**src/rtl/piso_tx_pkg.sv**
```systemverilog
// Shared types and constants for the parallel-in/serial-out transmitter.
package piso_tx_pkg;

    typedef enum logic [1:0] {
        IDLE  = 2'd0,
        SHIFT = 2'd1,
        GAP   = 2'd2
    } tx_state_t;

    localparam logic DIR_MSB_FIRST = 1'b0;
    localparam logic DIR_LSB_FIRST = 1'b1;

endpackage

```
**src/rtl/tx_shift_core.sv**
```systemverilog
// Shift register, per-word direction flag and bit counter for the serial transmitter.
// Current bit and frame strobes are kept in registers computed from the next shifter contents.
module tx_shift_core
    import piso_tx_pkg::*;
#(
    parameter int WIDTH = 4
)
(
    input  logic             clk,
    input  logic             rst,
    input  logic             load,
    input  logic             shift,
    input  logic [WIDTH-1:0] word,
    input  logic             dir,
    output logic             tx_bit,
    output logic             first,
    output logic             last
);

    localparam int CW = $clog2(WIDTH);
    localparam logic [CW-1:0] CNT_LAST = CW'(WIDTH - 1);

    logic [WIDTH-1:0] sreg_r;
    logic [WIDTH-1:0] sreg_next_s;
    logic             dir_r;
    logic [CW-1:0]    cnt_r;
    logic [CW-1:0]    cnt_next_s;
    logic             bit_r;
    logic             first_r;
    logic             last_r;

    // Drain toward the transmitted end with zero fill, so the shifter is empty after the last bit.
    always_comb begin
        sreg_next_s = sreg_r;
        cnt_next_s  = cnt_r + CW'(1);
        if (cnt_r == CNT_LAST) begin
            cnt_next_s = {CW{1'b0}};
        end else begin
            cnt_next_s = cnt_r + CW'(1);
        end
        if (dir_r == DIR_LSB_FIRST) begin
            sreg_next_s = {1'b0, sreg_r[WIDTH-1:1]};
        end else begin
            sreg_next_s = {sreg_r[WIDTH-2:0], 1'b0};
        end
    end

    // Shifter state and registered bit/strobe images.
    always_ff @(posedge clk or posedge rst) begin
        if (rst) begin
            sreg_r  <= {WIDTH{1'b0}};
            dir_r   <= DIR_MSB_FIRST;
            cnt_r   <= {CW{1'b0}};
            bit_r   <= 1'b0;
            first_r <= 1'b0;
            last_r  <= 1'b0;
        end else if (load) begin
            sreg_r  <= word;
            dir_r   <= dir;
            cnt_r   <= {CW{1'b0}};
            bit_r   <= (dir == DIR_LSB_FIRST) ? word[0] : word[WIDTH-1];
            first_r <= 1'b1;
            last_r  <= 1'b0;
        end else if (shift) begin
            sreg_r  <= sreg_next_s;
            cnt_r   <= cnt_next_s;
            bit_r   <= (dir_r == DIR_LSB_FIRST) ? sreg_next_s[0] : sreg_next_s[WIDTH-1];
            first_r <= 1'b0;
            last_r  <= (cnt_next_s == CNT_LAST);
        end else begin
            sreg_r  <= sreg_r;
            dir_r   <= dir_r;
            cnt_r   <= cnt_r;
            bit_r   <= bit_r;
            first_r <= first_r;
            last_r  <= last_r;
        end
    end

    assign tx_bit = bit_r;
    assign first  = first_r;
    assign last   = last_r;

endmodule

```
**src/rtl/piso_serial_tx.sv**
```systemverilog
// Parallel-in/serial-out transmitter: valid/ready word intake with a one-word holding
// register, per-word bit order, frame strobes and an optional idle gap between words.
module piso_serial_tx
    import piso_tx_pkg::tx_state_t;
    import piso_tx_pkg::IDLE;
    import piso_tx_pkg::SHIFT;
#(
    parameter int WIDTH = 4,
    parameter int GAP   = 0
)
(
    input  logic             clk,
    input  logic             rst,
    input  logic [WIDTH-1:0] din,
    input  logic             din_dir,
    input  logic             din_valid,
    output logic             din_ready,
    input  logic             en,
    output logic             sout,
    output logic             sout_valid,
    output logic             frame_start,
    output logic             frame_last,
    output logic             busy
);

    localparam logic       HAS_GAP  = (GAP > 32'sd0) ? 1'b1 : 1'b0;
    localparam logic [3:0] GAP_LAST = 4'(GAP - 32'sd1);

    tx_state_t        state_r;
    tx_state_t        state_next_s;
    logic [3:0]       gap_cnt_r;
    logic [3:0]       gap_cnt_next_s;
    logic [WIDTH-1:0] hold_word_r;
    logic             hold_dir_r;
    logic             hold_full_r;
    logic             hold_full_next_s;
    logic             accept_s;
    logic             load_s;
    logic             shift_s;
    logic             din_ready_r;
    logic             sout_valid_r;
    logic             busy_r;
    logic             core_bit_s;
    logic             core_first_s;
    logic             core_last_s;

    assign accept_s = din_valid & din_ready_r;

    // Next state: only advances on enabled cycles; word ends reload straight from the holding register.
    always_comb begin
        state_next_s   = state_r;
        gap_cnt_next_s = gap_cnt_r;
        load_s         = 1'b0;
        shift_s        = 1'b0;
        if (en) begin
            case (state_r)
                IDLE: begin
                    if (hold_full_r) begin
                        load_s       = 1'b1;
                        state_next_s = SHIFT;
                    end else begin
                        state_next_s = IDLE;
                    end
                end
                SHIFT: begin
                    if (!core_last_s) begin
                        shift_s = 1'b1;
                    end else if (HAS_GAP) begin
                        shift_s        = 1'b1;
                        state_next_s   = piso_tx_pkg::GAP;
                        gap_cnt_next_s = 4'd0;
                    end else if (hold_full_r) begin
                        load_s       = 1'b1;
                        state_next_s = SHIFT;
                    end else begin
                        shift_s      = 1'b1;
                        state_next_s = IDLE;
                    end
                end
                piso_tx_pkg::GAP: begin
                    if (gap_cnt_r != GAP_LAST) begin
                        gap_cnt_next_s = gap_cnt_r + 4'd1;
                    end else if (hold_full_r) begin
                        load_s       = 1'b1;
                        state_next_s = SHIFT;
                    end else begin
                        state_next_s = IDLE;
                    end
                end
                default: begin
                    state_next_s = IDLE;
                end
            endcase
        end else begin
            state_next_s = state_r;
        end
    end

    // Accept and load never coincide: din_ready is low whenever the holding register is full.
    always_comb begin
        hold_full_next_s = hold_full_r;
        if (accept_s) begin
            hold_full_next_s = 1'b1;
        end else if (load_s) begin
            hold_full_next_s = 1'b0;
        end else begin
            hold_full_next_s = hold_full_r;
        end
    end

    // FSM, holding register and registered handshake/status outputs.
    always_ff @(posedge clk or posedge rst) begin
        if (rst) begin
            state_r      <= IDLE;
            gap_cnt_r    <= 4'd0;
            hold_word_r  <= {WIDTH{1'b0}};
            hold_dir_r   <= 1'b0;
            hold_full_r  <= 1'b0;
            din_ready_r  <= 1'b1;
            sout_valid_r <= 1'b0;
            busy_r       <= 1'b0;
        end else begin
            state_r      <= state_next_s;
            gap_cnt_r    <= gap_cnt_next_s;
            hold_full_r  <= hold_full_next_s;
            din_ready_r  <= ~hold_full_next_s;
            sout_valid_r <= (state_next_s == SHIFT);
            busy_r       <= (state_next_s != IDLE) | hold_full_next_s;
            if (accept_s) begin
                hold_word_r <= din;
                hold_dir_r  <= din_dir;
            end else begin
                hold_word_r <= hold_word_r;
                hold_dir_r  <= hold_dir_r;
            end
        end
    end

    tx_shift_core #(
        .WIDTH (WIDTH)
    ) u_core (
        .clk    (clk),
        .rst    (rst),
        .load   (load_s),
        .shift  (shift_s),
        .word   (hold_word_r),
        .dir    (hold_dir_r),
        .tx_bit (core_bit_s),
        .first  (core_first_s),
        .last   (core_last_s)
    );

    assign din_ready   = din_ready_r;
    assign sout        = core_bit_s;
    assign sout_valid  = sout_valid_r;
    assign frame_start = core_first_s;
    assign frame_last  = core_last_s;
    assign busy        = busy_r;

endmodule

```
**config.mk**
```make
export PLATFORM = sky130hd
export DESIGN_NAME = piso_serial_tx
export DESIGN_NICKNAME = d
export VERILOG_FILES = /design/src/rtl/piso_tx_pkg.sv /design/src/rtl/tx_shift_core.sv /design/src/rtl/piso_serial_tx.sv
export SDC_FILE = /design/constraint.sdc
export NUM_CORES = 1
export LEC_CHECK = 0
export ABC_AREA = 1
export CAP_MARGIN = 25
export CORE_MARGIN = 2
export CORE_UTILIZATION = 57
export CTS_CLUSTER_DIAMETER = 120
export DETAILED_ROUTE_END_ITERATION = 12
export DONT_BUFFER_PORTS = 1
export GPL_ROUTABILITY_DRIVEN = 1
export HOLD_SLACK_MARGIN = 0.12
export PLACE_DENSITY_LB_ADDON = 0.15
export RECOVER_POWER = 25
export SLEW_MARGIN = 30
export SYNTH_ARGS = -nofsm -noshare
export SYNTH_HDL_FRONTEND = slang
export SYNTH_SLANG_ARGS = --single-unit
```
**constraint.sdc**
```tcl
create_clock -name clk -period 1.6 [get_ports clk]
set_input_delay 0.32 -clock clk [delete_from_list [all_inputs] [get_ports clk]]
set_output_delay 0.32 -clock clk [all_outputs]
set_load 0.01 [all_outputs]
```
==> results of run 1 <==
-- registers in the layout, indices dropped and copies added (netlist names) --
| name | flops |
|---|---|
| busy | 1 |
| din_ready | 1 |
| gap_cnt_r | 4 |
| hold_dir_r | 1 |
| hold_full_r | 1 |
| hold_word_r | 4 |
| sout_valid | 1 |
| state_r | 2 |
| u_core.cnt_r | 2 |
| u_core.dir_r | 1 |
| u_core.first | 1 |
| u_core.last | 1 |
| u_core.sreg_r | 4 |
| u_core.tx_bit | 1 |
-- critical path: cells and delay by family, from the launching register on --
family                   cells  cell delay, ns
flip-flops                   1            0.41
AO/OA/AOI/OAI                2            0.37
AND/OR/NAND/NOR              3            0.36
adder cells (fa/ha/maj)      1            0.20
-- final cells by class --
cell class	count	area share, %
Clock buffer	3	1.592
Inverter	19	5.040
Sequential cell	25	44.30
Clock inverter	1	0.3537
Timing Repair Buffer	10	6.366
Tap cell	28	2.476
Multi-Input combinational cell	94	39.88
-- worst max-delay path by stage --
stage,endpoint,slack [ns],start,cells past startpoint
after floorplan,u_core.sreg_r[0]$_DFFE_PP0P_,0.26,gap_cnt_r[0]$_DFFE_PP0P_,7
after global placement,busy$_DFF_PP0_,0.23,gap_cnt_r[0]$_DFFE_PP0P_,6
after detailed placement,busy$_DFF_PP0_,0.15,gap_cnt_r[0]$_DFFE_PP0P_,6
after CTS,busy$_DFF_PP0_,0.13,gap_cnt_r[0]$_DFFE_PP0P_,6
after global routing,busy$_DFF_PP0_,0.05,gap_cnt_r[0]$_DFFE_PP0P_,6
final,busy$_DFF_PP0_,0.18,gap_cnt_r[0]$_DFFE_PP0P_,6
-- routing by layer --
metal	GRT usage (%)	up-vias	wire, µm
met5	0	-	0
met4	6.579	0	10
met3	3.801	2	80
met2	35.06	18	1160
met1	28.16	443	1052
li1	-	467	-
-- where the power goes --
| group | switching [mW] | internal [mW] |
|---|---|---|
| combinational | 0.442 | 0.314 |
| clock | 0.191 | 0.0937 |
| sequential | 0.237 | 0.871 |
| total | 0.869 | 1.28 |
-- cells in the final DEF, fill, tap and decap left out, types with 2 or more instances in the layout --
| master | instances |
|---|---|
| ha_1 | 3 |
| xor2_1 | 2 |
| dlygate4sd3_1 | 7 |
| nand3_1 | 9 |
| nand3_2 | 12 |
| o21ai_0 | 3 |
| inv_2 | 2 |
| inv_1 | 17 |
| clkbuf_4 | 3 |
| o21ai_2 | 3 |
| nor2_1 | 5 |
| buf_4 | 2 |
| nand2_1 | 47 |
| dfrtp_1 | 24 |
-- cells by family after synthesis --
group           count (synthesis)  synth area share (%)
simple gates                   78                 32.71
flops                          25                 49.21
buf+inv                        21                 7.073
compound gates                 10                 5.992
xor+xnor                        3                 2.063
fa+ha+maj                       3                 2.947
-- through the flow --
step | setup slack [ns] | instance area [µm²] | total power, mW | cells | utilization [%]
finish | 0.1756 | 1415 | 2.149 | 180 | 65.22
global placement | 0.2267 | 1313 | 1.817 | 169 | 60.50
CTS | 0.1321 | 1410 | 2.165 | 180 | 64.99
floorplan | 0.2645 | 1274 | 1.677 | 140 | -
global route | 0.04560 | 1415 | 2.326 | 180 | 65.22
detailed placement | 0.1482 | 1313 | 1.856 | 169 | 60.50
-- repair_timing --
item	4_1_cts	5_1_grt
hold buffers	7	0
hold endpoints to repair	30	0
setup endpoints to repair	0	1
buffers inserted	0	0
resized for setup	0	1
==> impl_results.md, run 1 <==
* Area of the core at around 2200 µm²
* Fill count at between 150 and 200
* Worst-skew pair later-pin latency at between 0.3 and 0.4 ns
* Clk slew on worst S/H paths at 0.14 ns
* CTS Buf Count at 3
* Residual DRC at 0
* Share of cells above drive strength 1 at 20.39%
* Multi-input logic area at 564.3 µm²
* Yosys warning count at 0
* Post-synth top cells: nand2_1 (47), dfrtp_1 (24), inv_1 (17)
* Reg-to-Reg Start: gap_cnt_r[0]$_DFFE_PP0P_
* Via density at 5.167
* Cell count after synthesis at 140
* Crit path max fanout at 12
* TritonCTS Sinks at 25
* GRT Residual Overflow at 0
* RSZ-0062 raised after global routing: no
* DIE HEIGHT at ~51 µm
* Worst Skew at ~0.0065 ns
* Pwr per Cell Area at 1518 nW/µm²
* Most common cell in the netlist: nand2_1
* Routability cong. at 0.8487
* Relative slew slack at roughly three fifths
* Final Max Tran Viols at 0
* Antenna-violating nets left at 0
* Die area at around 2600 µm²
* Initial antenna violation count at 0
* Hold_ws at 0.1519 ns
* Status: finished clean
* Synth area leader: dfrtp_1
* Crit path capture type: flop
* I/O Buffers at 0
* R2R Path End: busy$_DFF_PP0_
* Main synth FF type: dfrtp_1
* CP Data Required Time at 1.83 ns
* Global Route Usage Sum at about a fifth
* Startpoint type of the worst setup path: flop
* Crit share post-route at about nine tenths
* Slew @ Worst Pin at between 0.6 and 0.7 ns
* Critical Path Max Stage Delay at just over 0.4 ns
* CP Cell Sequence: ha_1 -> nand3_2 -> o21ai_4 -> nand2_4 -> a21oi_4 -> nand2_1
* Synth async-reset ratio at 100.0%
* Synthesized cell area at 1274 µm²
* Hold depth at 2
* DIE WIDTH at between 50 and 60 µm
* Peak VDD IR at around 1100 µV
* Top-Level Pins at 15
* CP max stage cell: dfrtp_1
* Area contributors post-synth: dfrtp_1 (47%), nand2_1 (14%), nand3_2 (9.4%)
* CTS max path bufs at 2
* Setup Crit Path Kind: flop to flop
* P_leak at 0.7749 nW
* HP Start: en
* DP HPWL at about 1.6 mm
* R2R depth at 6
* Register area share after synthesis at 49.21%
* FF-to-FF setup slack at 0.18 ns
* Peak Freq at between 700 and 800 MHz
* Vias at 930
* Arr. time, crit path at between 1.5 and 2 ns
* Yosys top cell area share at roughly 47%
* Vias in the first global route at about 910
* Number of synthesized flops with an enable pin at 0
* Yosys reg bits at 25
* NumNets Final at 165
* Min Tclk post-route at between 1 and 1.5 ns
* CTS tree: done
* Final Routed Wirelength at between 2 and 2.5 mm
* Clock Tree Root: clkbuf_4
* Setup TNS at 0 ns
* CTS H-tree lvls at 1
* Max cap viols at 0
* Mapped Nets at around 150
* DRT Pass-1 Iters at 4
* Starting Density at between 50% and 60%
* WL/cell at ~13 µm
* Row cnt at 17
* Final setup viols at 0
* DR iter-0 viols at 15
* WHS Endpoint: sout_valid$_DFF_PP0_
* Largest net degree at the start of global routing at 26
* First-pass GRT wire length at just over 4 mm
* Worst hold path class: input pin to flop
* Final hold vios at 0
* Reg area at between 600 and 700 µm²
* Yosys cell types at 24
* Syn_area_per_cell at 9.098 µm²
* Antenna diodes at 0
* Synthesis-to-finish area growth at 11.10%
Power figures use the tool's default switching activity.
==> run 2, diff against run 1 <==
Settings changed: CORE_MARGIN 2 to default, SLEW_MARGIN 30 to default.
Clock period 1.6 ns to 1.44 ns, I/O delays scaled along.
==> impl_results.md, run 2 (synthesis gave the netlist of run 1 again) <==
* Reg-to-Reg Start: gap_cnt_r[1]$_DFFE_PP0P_
* Worst Skew at 0.003818 ns (-0.002698 ns)
* Min Tclk post-route at 1.356 ns (-0.06854 ns)
* Largest net degree at the start of global routing at 25 (-3.8%)
* Initial antenna violation count at 0 (unchanged)
* Via density at 5.094 (-1.4%)
* NumNets Final at 167 (+1.2%)
* Final hold vios at 0 (unchanged)
* Worst-skew pair later-pin latency at 0.31 ns (about the same)
* Design Power at 2.417 mW (+12%)
* DP HPWL at 1.618 mm (-0.79%)
* Largest regs: gap_cnt_r x4, hold_word_r x4, u_core.sreg_r x4
* DR iter-0 viols at 23 (+8)
* Final Non-Filler Cells at 181 (+0.56%)
* Crit path capture type: flop
* Inst Count DP at 169 (unchanged)
* FF-to-FF setup slack at 0.08 ns (-0.09 ns)
* Top-Level Pins at 15 (unchanged)
* TritonCTS Sinks at 25 (unchanged)
* Relative slew slack at 60.93% (+2.1 points)
* DRT Pass-1 Iters at 4 (unchanged)
* DIE HEIGHT at 49.27 µm (-3.9%)
* CP Data Required Time at 1.66 ns (-0.17 ns)
* Starting Density at 63.00% (+4.3 points)
* WP depth at 7 (+1)
* Area of the core at 2022 µm² (-6.8%)
* Share of cells above drive strength 1 at 21.43% (+1.0 points)
* Arr. time, crit path at 1.58 ns (-0.07 ns)
* Synthesis-to-finish area growth at 12.57%
* Vias in the first global route at 943 (+3.4%)
* Row cnt at 16 (-1)
* Final instance area at 1434 µm² (+1.3%)
* Crit path capture: u_core.dir_r$_DFFE_PP0P_
* Commonest non-fill, non-tap cell in the layout: nand2_1
* Die area at 2428 µm² (-7.6%)
* GRT Residual Overflow at 0 (unchanged)
* Post_cts resized at 0 (unchanged)
* Routability cong. at 0.8036 (-5.3%)
* Slew @ Worst Pin at 0.5860 ns (-0.03078 ns)
* WL/cell at 12.40 µm (-3.0%)
* CTS tree: done
* R2R depth at 7 (+1)
* Critical Path Max Stage Delay at 0.40 ns (about the same)
* Global Route Usage Sum at 22.21% (+1.1 points)
* Clk slew on worst S/H paths at 0.13 ns (about the same)
* Hold_ws at 0.1307 ns (-0.02124 ns)
* Placement Cell Area at 1331 µm² (+1.4%)
* Crit share post-route at 94.15% (+5.1 points)
* Setup TNS at 0 ns (unchanged)
* CTS max path bufs at 2 (unchanged)
* CP Cell Sequence: ha_1 -> nand3_2 -> o21ai_4 -> nand2_4 -> buf_12 -> nand2_1 -> o21ai_2
* Residual DRC at 0 (unchanged)
* Peak VDD IR at 1136 µV (+2.4%)
* Vias at 922 (-0.86%)
* Final setup viols at 0 (unchanged)
* Crit path max fanout at 11 (-1)
* Clock Tree Root: clkbuf_4
* Max cap viols at 0 (unchanged)
* P_leak at 0.7889 nW (+1.8%)
* Status: finished clean
* I/O Buffers at 0 (unchanged)
* CP Buf/Inv Count at 1 (+1)
* R2R Path End: u_core.dir_r$_DFFE_PP0P_
* Final Routed Wirelength at 2.245 mm (-2.5%)
* Worst hold path class: input pin to flop
* Worst setup path startpoint: gap_cnt_r[1]$_DFFE_PP0P_
* Peak Freq at 737.6 MHz (+5.1%)
* First-pass GRT wire length at 4.050 mm (-0.83%)
* Pwr per Cell Area at 1686 nW/µm² (+11%)
* Antenna-violating nets left at 0 (unchanged)
* CTS Buf Count at 3 (unchanged)
* Setup Crit Path Kind: flop to flop
* Commonest cells after routing, fill and taps aside: nand2_1 (47), dfrtp_1 (24), inv_1 (17), nand3_2 (12), nand3_1 (9)
* CP max stage cell: dfrtp_1
* CTS H-tree lvls at 1 (unchanged)
* Antenna diodes at 0 (unchanged)
* Final Max Tran Viols at 0 (unchanged)
* Top delay family on crit path: flip-flops
* DIE WIDTH at 49.27 µm (-3.9%)
* Startpoint type of the worst setup path: flop
-- run 2: layout make-up --
cell class,instances,area (µm²)
flip-flops and latches,25,626.9
fillers,168,588.1
multi-input cells,94,556.8
repair buffers,12,117.6
inverters,19,71.32
well taps,27,33.78
clock buffers,3,22.52
clock inverters,1,5.005
-- run 2: metal layers --
metal	global-route usage, %	routed length, µm	up-vias
met3	2.804	63	4
met2	38.81	1065	22
met4	8.824	38	0
li1	-	-	467
met5	0	0	-
met1	27.55	1077	429
-- run 2: how the worst min path moves through the flow --
stage	from	slack (ns)	cells past startpoint	end
floorplan	rst	0.31	1	busy$_DFF_PP0_
global placement	rst	0.03	1	u_core.first$_DFFE_PP0P_
finish	en	0.13	2	sout_valid$_DFF_PP0_
detailed placement	rst	0.03	1	u_core.first$_DFFE_PP0P_
CTS	en	0.12	2	sout_valid$_DFF_PP0_
global route	en	0.14	2	sout_valid$_DFF_PP0_
-- run 2: timing repair --
item,in CTS,in global routing
endpoints found under the setup margin,0,13
setup buffers,0,1
hold buffers,7,0
hold endpoints to repair,31,0
-- run 2: per-stage QoR --
step	setup slack [ns]	util (%)
3_3_place_gp	0.1152	65.84
6_report	0.08418	70.92
2_1_floorplan	0.1045	-
5_1_grt	-0.009837	70.92
4_1_cts	0.01515	70.67
3_5_place_dp	0.04410	65.84
-- run 2: worst reg2reg max path: cells and delay by family, from the launching register on --
kind	cells	cell delay, ns
AOI/OAI and AO/OA	2	0.23
buffers and inverters	1	0.15
and+or+nand+nor	3	0.29
adders and majority gates	1	0.19
DFF	1	0.40
-- run 2: power by group --
part	internal [mW]	leakage [nW]	total [mW]	switching (mW)
registers	0.968	0.313	1.23	0.259
logic	0.384	0.458	0.882	0.498
clock network	0.104	0.0177	0.307	0.204
==> run 3, diff against run 2 <==
==> constraint.sdc (replaced) <==
create_clock -name clk -period 1.44 [get_ports clk]
set_input_delay 0.288 -clock clk [delete_from_list [all_inputs] [get_ports clk]]
set_output_delay 0.288 -clock clk [all_outputs]
set_load 0.02 [all_outputs]
==> impl_results.md, run 3 (synthesis gave the netlist of run 1 again) <==
* Status: finished clean
* Reg area at 626.9 µm² (unchanged)
* First-pass GRT wire length at 3.870 mm (-4.4%)
* TritonCTS Sinks at 25 (unchanged)
* Vias at 932 (+1.1%)
* R2R depth at 7 (unchanged)
* CTS Buf Count at 3 (unchanged)
* Hold depth at 2 (unchanged)
* RSZ-0062 raised after global routing: no
* Vias in the first global route at 883 (-6.4%)
* Fill count at 167 (-0.60%)
* WL/cell at 11.62 µm (-6.4%)
* Routability cong. at 0.8088 (+0.65%)
* Worst Skew at 0.002759 ns (-0.001059 ns)
* Placement Cell Area at 1339 µm² (+0.56%)
* CP Data Required Time at 1.65 ns (about the same)
* Peak Freq at 750.9 MHz (+1.8%)
* DP HPWL at 1.476 mm (-8.8%)
* Slew @ Worst Pin at 0.5968 ns (+0.01081 ns)
* Synthesis-to-finish area growth at 13.46%
* CTS H-tree lvls at 1 (unchanged)
* Global Route Usage Sum at 21.00% (-1.2 points)
* Commonest cells after routing, fill and taps aside: nand2_1 (47), dfrtp_1 (24), inv_1 (17), nand3_2 (12), nand3_1 (9)
* Max cap viols at 0 (unchanged)
* DRT Pass-1 Iters at 4 (unchanged)
* Setup Crit Path Kind: flop to flop
* Crit share post-route at 92.48% (-1.7 points)
* NumNets Final at 168 (+0.60%)
* Final Non-Filler Cells at 182 (+0.55%)
* Worst hold path class: input pin to flop
* Final Max Tran Viols at 0 (unchanged)
* Pwr per Cell Area at 1708 nW/µm² (+1.3%)
* Relative slew slack at 60.21% (-0.72 points)
* Peak VDD IR at 1286 µV (+13%)
* Arr. time, crit path at 1.55 ns (-0.03 ns)
* Largest regs: gap_cnt_r x4, hold_word_r x4, u_core.sreg_r x4
* Setup TNS at 0 ns (unchanged)
* Antenna diodes at 0 (unchanged)
* P_leak at 0.7892 nW (about the same)
* Row cnt at 16 (unchanged)
* Starting Density at 63.00% (unchanged)
* DIE WIDTH at 49.27 µm (unchanged)
* Final instance area at 1445 µm² (+0.79%)
* GRT Residual Overflow at 0 (unchanged)
* Share of cells above drive strength 1 at 22.58% (+1.2 points)
* Min Tclk post-route at 1.332 ns (-0.02406 ns)
* Antenna-violating nets left at 0 (unchanged)
* CP Cell Sequence: ha_2 -> nand3_2 -> o21ai_4 -> nand2_4 -> buf_12 -> nand3_2 -> nand3_2
* DR iter-0 viols at 7 (-70%)
* Initial antenna violation count at 0 (unchanged)
* Startpoint type of the worst setup path: flop
* Final hold vios at 0 (unchanged)
* Worst-skew pair later-pin latency at 0.31 ns (about the same)
* Clock Tree Root: clkbuf_4
* I/O Buffers at 0 (unchanged)
* Commonest non-fill, non-tap cell in the layout: nand2_1
* CTS tree: done
* Die area at 2428 µm² (unchanged)
* Crit path max fanout at 11 (unchanged)
* Area of the core at 2022 µm² (unchanged)
* CP max stage cell: dfrtp_1
* Critical Path Max Stage Delay at 0.40 ns (about the same)
* Final setup viols at 0 (unchanged)
* Via density at 5.121 (+0.53%)
* Top-Level Pins at 15 (unchanged)
* Final Routed Wirelength at 2.114 mm (-5.8%)
* Largest net degree at the start of global routing at 26 (+4.0%)
* DIE HEIGHT at 49.27 µm (unchanged)
* Inst Count DP at 170 (+0.59%)
* Crit path capture type: flop
* Crit-path most repeated cell: nand3_2
* Multi-input logic area at 561.8 µm² (+0.90%)
* CTS max path bufs at 2 (unchanged)
* Clk slew on worst S/H paths at 0.13 ns (about the same)
* Residual DRC at 0 (unchanged)
-- run 3: cell count changes in the layout (fill, tap and decap cells not counted) --
| cell | change |
|---|---|
| ha_1 | -1 |
| nor2_2 | +1 |
| buf_4 | +1 |
| ha_2 | +1 |
| clkinv_2 | -1 |
| nor2_1 | -1 |
| clkbuf_1 | +1 |
-- run 3: stage by stage --
step / setup slack (ns) / hold slack (ns) / util [%] / power (mW)
floorplan: 0.1045 / 0.3146 / - / 1.915
global placement: 0.1139 / 0.2445 / 66.21 / 2.110
detailed placement: 0.06712 / 0.2561 / 66.21 / 2.138
CTS: 0.03805 / 0.1228 / 70.98 / 2.459
global route: 0.0008102 / 0.1361 / 71.47 / 2.678
finish: 0.1082 / 0.1278 / 71.47 / 2.468
-- run 3: repair_timing --
| action | in CTS | in global routing |
|---|---|---|
| setup buffers | 0 | 1 |
| hold endpoints to repair | 31 | 0 |
| endpoints found under the setup margin | 0 | 13 |
| hold buffers | 7 | 0 |
| gates resized for setup | 0 | 2 |
-- run 3: per-layer routing --
layer	wire, µm	vias up	global-route usage, %
li1	-	469	-
met1	1052	444	27.96
met2	970	15	34.02
met3	62	4	4.050
met4	29	0	7.353
met5	0	-	0
-- run 3: cell type report --
class / count / share of cell area [%]
Multi-Input combinational cell: 94 / 38.87
Tap cell: 27 / 2.338
Inverter: 19 / 4.935
Timing Repair Buffer: 13 / 8.658
Sequential cell: 25 / 43.38
Clock buffer: 4 / 1.818
-- run 3: path summary, 6_finish.rpt --
path	end	startpoint	slack (ns)
min reg2reg	hold_word_r[1]$_DFFE_PP0P_	hold_word_r[1]$_DFFE_PP0P_	0.51
max	u_core.tx_bit$_DFFE_PP0P_	gap_cnt_r[0]$_DFFE_PP0P_	0.11
max in group asynchronous	hold_word_r[0]$_DFFE_PP0P_	rst	0.50
min in group asynchronous	u_core.cnt_r[0]$_DFFE_PP0P_	rst	0.55
max reg2reg	u_core.tx_bit$_DFFE_PP0P_	gap_cnt_r[0]$_DFFE_PP0P_	0.11
min	sout_valid$_DFF_PP0_	en	0.13
-- run 3: power breakdown --
part / switching, mW / total (mW) / internal [mW]
Clock: 0.200 / 0.308 / 0.108
Sequential: 0.294 / 1.26 / 0.968
Combinational: 0.498 / 0.897 / 0.399
Total: 0.993 / 2.47 / 1.48
-- run 3: worst max-delay path, delay by kind of cell (launching register included) --
family	cells	cell delay, ns
AO/OA/AOI/OAI	1	0.18
adder cells (fa/ha/maj)	1	0.20
buffers and inverters	1	0.15
flip-flops	1	0.40
AND/OR/NAND/NOR	4	0.31
